File: src/rtl/fetch_sequencer_if.sv
// Fetch-side bundle of the fetch sequencer.
//   rom_addr / rom_data               : combinational instruction ROM lookup
//   redirect_valid / redirect_target  : branch/jump redirect from later stages
//   instr_valid / instr / instr_pc /
//   instr_ready                       : valid/ready handoff to decode
// master = the sequencer, slave = the ROM/decode side.
interface fetch_sequencer_if;
  logic [31:0] rom_addr;
  logic [31:0] rom_data;
  logic        redirect_valid;
  logic [31:0] redirect_target;
  logic        instr_valid;
  logic [31:0] instr;
  logic [31:0] instr_pc;
  logic        instr_ready;

  modport master (
    output rom_addr, instr_valid, instr, instr_pc,
    input  rom_data, redirect_valid, redirect_target, instr_ready
  );

  modport slave (
    input  rom_addr, instr_valid, instr, instr_pc,
    output rom_data, redirect_valid, redirect_target, instr_ready
  );
endinterface

File: src/rtl/fetch_sequencer.sv
// Instruction fetch sequencer: walks a word-aligned pc through a
// combinational ROM, queues {pc, word} pairs in a 2-entry FIFO for decode,
// stalls when the FIFO is full, halts on the HALT_WORD encoding and
// restarts at a redirect target.
// Ports:
//   clk, rst_n   : clock, asynchronous active-low reset
//   bus          : fetch_sequencer_if.master (ROM, redirect, decode handoff)
//   halted       : high while sequential fetch is halted
//   fetch_count  : saturating count of words pushed since reset
module fetch_sequencer #(
  parameter logic [31:0] RESET_PC  = 32'h0000_0000,
  parameter logic [31:0] HALT_WORD = 32'hA800_FFFF
) (
  input  logic                      clk,
  input  logic                      rst_n,
  fetch_sequencer_if.master         bus,
  output logic                      halted,
  output logic [15:0]               fetch_count
);

  typedef enum logic [1:0] {FETCH, HOLD, HALT} state_t;

  typedef struct packed {
    logic [31:0] pc;
    logic [31:0] word;
  } entry_t;

  state_t      state;
  logic [31:0] pc;
  entry_t      head;   // FIFO slot 0, always the oldest entry
  entry_t      tail;   // FIFO slot 1, valid only when occupancy is 2
  logic [1:0]  occupancy;

  logic   push;
  logic   pop;
  logic   halt_hit;
  entry_t fetched;

  // Target bits [1:0] are dropped to keep fetches word-aligned.
  logic unused_target_bits;
  assign unused_target_bits = ^bus.redirect_target[1:0];

  assign bus.rom_addr    = pc;
  assign bus.instr_valid = (occupancy != 2'd0);
  assign bus.instr       = head.word;
  assign bus.instr_pc    = head.pc;

  // NOTE: every signal written in always_comb gets a default first, so no
  // path leaves it unassigned and no latch is inferred.
  always_comb begin
    pop      = 1'b0;
    push     = 1'b0;
    halt_hit = 1'b0;
    fetched  = '{pc: pc, word: bus.rom_data};
    if (!bus.redirect_valid) begin
      pop      = bus.instr_valid && bus.instr_ready;
      // A full FIFO can still take a word when the head leaves this cycle.
      push     = (state == FETCH) && ((occupancy != 2'd2) || pop);
      halt_hit = push && (bus.rom_data == HALT_WORD);
    end
  end

  // NOTE: sequential state uses non-blocking assignments only, so every
  // register samples pre-edge values regardless of statement order.
  always_ff @(posedge clk or negedge rst_n) begin
    if (!rst_n) begin
      state       <= FETCH;
      pc          <= RESET_PC;
      // NOTE: FIFO storage is reset too, because instr/instr_pc are read
      // straight from it and must be zero while reset is asserted.
      head        <= '0;
      tail        <= '0;
      occupancy   <= 2'd0;
      halted      <= 1'b0;
      fetch_count <= 16'd0;
    end else if (bus.redirect_valid) begin
      // Flush wins over everything: no push, no pop this cycle.
      occupancy <= 2'd0;
      pc        <= {bus.redirect_target[31:2], 2'b00};
      state     <= FETCH;
      halted    <= 1'b0;
    end else begin
      unique case ({push, pop})
        2'b10: begin
          if (occupancy == 2'd0) head <= fetched;
          else                   tail <= fetched;
          occupancy <= occupancy + 2'd1;
        end
        2'b01: begin
          head      <= tail;
          occupancy <= occupancy - 2'd1;
        end
        2'b11: begin
          // Occupancy is unchanged; shift first so order is preserved.
          if (occupancy == 2'd2) begin
            head <= tail;
            tail <= fetched;
          end else begin
            head <= fetched;
          end
        end
        default: ;
      endcase

      if (push) begin
        if (fetch_count != 16'hFFFF) fetch_count <= fetch_count + 16'd1;
        // The halt word stays on rom_addr; pc + 4 wraps naturally at 2^32.
        if (!halt_hit) pc <= pc + 32'd4;
      end

      unique case (state)
        FETCH: begin
          if (halt_hit) begin
            state  <= HALT;
            halted <= 1'b1;
          end else if (push && !pop && (occupancy == 2'd1)) begin
            state <= HOLD;
          end
        end
        HOLD:    if (pop) state <= FETCH;
        HALT:    ;  // only a redirect or reset leaves HALT
        default: state <= FETCH;
      endcase
    end
  end

endmodule

File: src/flat_wrapper.sv
// flat-port wrapper written by rule: the top's interface ports become plain ports
module fetch_sequencer_flat 
#(
  parameter logic [31:0] RESET_PC  = 32'h0000_0000,
  parameter logic [31:0] HALT_WORD = 32'hA800_FFFF
)
  (clk, rst_n, halted, fetch_count, bus_rom_addr, bus_instr_valid, bus_instr, bus_instr_pc, bus_rom_data, bus_redirect_valid, bus_redirect_target, bus_instr_ready);
  fetch_sequencer_if bus_i ();
  input  logic clk;
  input  logic rst_n;
  output logic halted;
  output logic [15:0] fetch_count;
  output wire logic [$bits(bus_i.rom_addr)-1:0] bus_rom_addr;
  output wire logic [$bits(bus_i.instr_valid)-1:0] bus_instr_valid;
  output wire logic [$bits(bus_i.instr)-1:0] bus_instr;
  output wire logic [$bits(bus_i.instr_pc)-1:0] bus_instr_pc;
  input wire logic [$bits(bus_i.rom_data)-1:0] bus_rom_data;
  input wire logic [$bits(bus_i.redirect_valid)-1:0] bus_redirect_valid;
  input wire logic [$bits(bus_i.redirect_target)-1:0] bus_redirect_target;
  input wire logic [$bits(bus_i.instr_ready)-1:0] bus_instr_ready;
  assign bus_rom_addr = bus_i.rom_addr;
  assign bus_instr_valid = bus_i.instr_valid;
  assign bus_instr = bus_i.instr;
  assign bus_instr_pc = bus_i.instr_pc;
  assign bus_i.rom_data = bus_rom_data;
  assign bus_i.redirect_valid = bus_redirect_valid;
  assign bus_i.redirect_target = bus_redirect_target;
  assign bus_i.instr_ready = bus_instr_ready;
  fetch_sequencer #(.RESET_PC(RESET_PC), .HALT_WORD(HALT_WORD)) u_core (.clk(clk), .rst_n(rst_n), .bus(bus_i), .halted(halted), .fetch_count(fetch_count));
endmodule
File: config.mk
export PLATFORM = sky130hd
export DESIGN_NAME = fetch_sequencer_flat
export DESIGN_NICKNAME = d
export VERILOG_FILES = /design/src/rtl/fetch_sequencer_if.sv /design/src/rtl/fetch_sequencer.sv /design/src/flat_wrapper.sv
export SDC_FILE = /design/constraint.sdc
export NUM_CORES = 1
export LEC_CHECK = 0
export BUFFER_PORTS_ARGS = -buffer_cell sky130_fd_sc_hd__buf_2
export CAP_MARGIN = 20
export CORE_MARGIN = 2
export CORE_UTILIZATION = 38
export DETAILED_ROUTE_END_ITERATION = 10
export GPL_TIMING_DRIVEN = 0
export REMOVE_ABC_BUFFERS = 1
export SETUP_SLACK_MARGIN = 0.02
export SLEW_MARGIN = 10
export SYNTH_ARGS = -nofsm -noshare
export SYNTH_HDL_FRONTEND = slang
export SYNTH_SLANG_ARGS = --single-unit
export TNS_END_PERCENT = 100
File: constraint.sdc
create_clock -name clk -period 2.8 [get_ports clk]
set_input_delay 0.42 -clock clk [delete_from_list [all_inputs] [get_ports clk]]
set_output_delay 0.42 -clock clk [all_outputs]
set_load 0.05 [all_outputs]
==> qor.csv <==
metric;value;unit
outcome;finished, final reports clean;
crit_required;3.10;ns
share_comb_of_total_power;42.4;%
synthTopCellsByArea;dfrtp_1, mux2_2, mux2i_1;
ys.flop_type;dfrtp_1;
power_switching;5.00;mW
finalCritPeriodShare;93.8;%
leakagePower;4.87;nW
p_int;6.51;mW
multi_input_area;0.00362;mm2
drv_slew;0;
cp_num_cells;7;
cts_made_buffers;17;
reg2reg_depth;7;
critPathKind;reg -> reg;
crit_chain;inv_1, ha_1, nor2b_2, o2111ai_1, a2111oi_1, nor3b_1, a221o_1;
drt-initial-drc-count;242;
clkSinkCount;176;
crit_path_top_delay_cell;a2111oi_1;
synth_enable_flop_cells;0;
slowest_delay;0.58;ns
ys_top_cells_by_count;dfrtp_1, nor2_1, a21oi_1;
die_y;151;um
grt_pass1_vias;5850;
grt_first_pass_wirelength;31.5;mm
coreArea;0.0212;mm2
path_buf_inv;1;
rows;53;
powerDensity;1130;mW/mm2
yosysWarnings;0;
worstMarginPinSlew;0.886;ns
setup_violations;0;
cp.arrival;2.93;ns
fin_cells;1193;
crit_start;u_core.occupancy[0];
synthCells;739;
initial_utilization;39.0;%
switching_share;43.4;%
grt_start_max_net_pins;103;
fin_setup_tns;0;ns
via_count;6125;
synth_async_sr_flop_share;100;%
via_per_inst;5.13;
cts_tree;done;
reg2reg_slack;0.17;ns
drive_above_1_share;32.7;%
netlist_area;0.00825;mm2
hold_viol_final;0;
crit_path_end;u_core.bus.rom_addr[18];
syn_to_final_growth;24.0;%
die_w;151;um
synth_top_area_cell;dfrtp_1;
num-nets-final;978;
grt_use_total;17.6;%
cp_max_fo;11;
pin_count;182;
post-route-min-period;2.63;ns
fp.dieArea;0.0229;mm2
relSlewSlack;40.5;%
place_congestion;0.770;
fillCellCount;1985;
avgSynthCellArea;11.2;um2
end_kind;register;
htreeDepth;4;
clockPowerShare;21.7;%
overflow;0;
path_clk_slew;0.07;ns
wl_per_cell;16.5;um
ir_worst_vdd;831;uV
timing.rr.end;u_core.bus.rom_addr[18];
whs;0.00767;ns
p_seq_share;35.9;%
p_total;11.5;mW
dp.cells;1160;
yosysMostFrequentCell;dfrtp_1;
fmaxAchievable;381;MHz
cts_buffer_depth;2;
hp-class;in -> async;
numPortBuffers;177;
max_cap_violations;0;
antenna_found_initial;2;
fin_skew;0.0139;ns
dr.pass1.iters;4;
clock_latency;0.43;ns
r2r_start;u_core.occupancy[0];
hpwl;13.7;mm
drc;0;
yosysSeqAreaShare;53.4;%
antenna_left;0;
seq_area;0.00440;mm2
synthDistinctLibCells;58;
rsz0062_at_grt;true;
cp_top_family;compound AO/OA/AOI/OAI gates;
synth_top_area_share;53.4;%
routed_wl;19.6;mm
start_kind;register;
ys_ff_latch;176;
cts_root_buffer;clkbuf_16;
[metrics by stage]
stage                     cell area, um2  utilization [%]  worst slack, ns
after floorplan                     8030                -            -2.71
after global placement              9260             43.8            -5.20
after detailed placement            9610             45.4           -0.142
after CTS                          10200             48.3            0.135
after global routing               10200             48.3           0.0108
final                              10200             48.4            0.173
[sequential cells by signal, indices dropped and copies added, names as in the netlist]
register and count:
u_core.tail 62, u_core.bus.instr 32, u_core.bus.instr_pc 31, u_core.bus.rom_addr 30, u_core.fetch_count 16, u_core.occupancy 2
u_core.state 2, u_core.halted 1
[cells in the final DEF, fill, tap and decap left out, types with 3 or more instances in the layout]
| master | n |
|---|---|
| buf_2 | 176 |
| nand2_1 | 48 |
| nor2b_1 | 5 |
| a211oi_1 | 11 |
| a2111oi_1 | 3 |
| inv_1 | 10 |
| a21oi_1 | 68 |
| inv_6 | 3 |
| xnor2_1 | 33 |
| bufinv_16 | 3 |
| a31oi_1 | 3 |
| buf_16 | 6 |
| nor2_1 | 73 |
| buf_8 | 6 |
| ha_1 | 5 |
| and3_1 | 10 |
| dfrtp_1 | 176 |
| buf_12 | 3 |
| a2111oi_0 | 9 |
| clkinv_4 | 3 |
| o21ai_1 | 4 |
| nand3_1 | 15 |
| nand2b_1 | 3 |
| o21ai_0 | 22 |
| clkbuf_16 | 17 |
| and4_1 | 8 |
| clkinvlp_4 | 3 |
| mux2i_1 | 65 |
| nor3_1 | 7 |
| xor2_1 | 3 |
| mux2_2 | 61 |
| nand4_1 | 9 |
[layout make-up]
type	instances	share of cell area [%]
clock buffers	17	4.16
clock inverters	14	1.77
repair buffers	193	11.9
well taps	275	3.36
diodes	1	0.0245
flip-flops and latches	176	43.1
inverters	10	0.367
multi-input cells	507	35.4
[power by group through the flow]
stage	registers [mW]	clock network [mW]	logic, mW
global route	4.28	2.66	5.26
finish	4.13	2.49	4.88
global placement	4.15	0	4.74
CTS	4.14	2.57	4.94
floorplan	6.02	0	1.81
detailed placement	4.18	0	4.93
[layer usage]
metal / vias to the layer above / global-route usage (%) / share of wire [%]
li1: 2978 / - / -
met1: 2960 / 24.7 / 48
met2: 166 / 26.9 / 45
met3: 17 / 5.09 / 6.5
met4: 4 / 4.11 / 0.85
met5: - / 0 / 0.11
[kinds of logic after synthesis]
logic type                 after synthesis  synth area share, %
xor gates and xnor gates                36                 3.82
and+or+nand+nor                        198                 12.0
buffers and inverters                   57                 3.14
DFF                                    176                 53.4
adders and majority gates                6                0.880
other                                    1               0.0455
AOI/OAI and AO/OA                      139                 10.6
muxes                                  126                 16.2
[timing repair]
item                       CTS  global route
pin swaps                    0             1
setup buffers                0             1
gates resized for setup      1             2
setup endpoints to repair   22            11
hold buffers                 0             0
[worst min-delay path by stage]
stage	cells past startpoint	endpoint	slack (ns)
after floorplan	0	u_core.bus.instr[0]	0.12
after CTS	1	u_core.bus.instr[22]	0.07
final	1	u_core.bus.instr[22]	0.008
after global routing	1	u_core.tail[22]	0.06
after global placement	2	u_core.tail[55]	0.46
after detailed placement	2	u_core.tail[55]	0.47
Power figures use the tool's default switching activity.
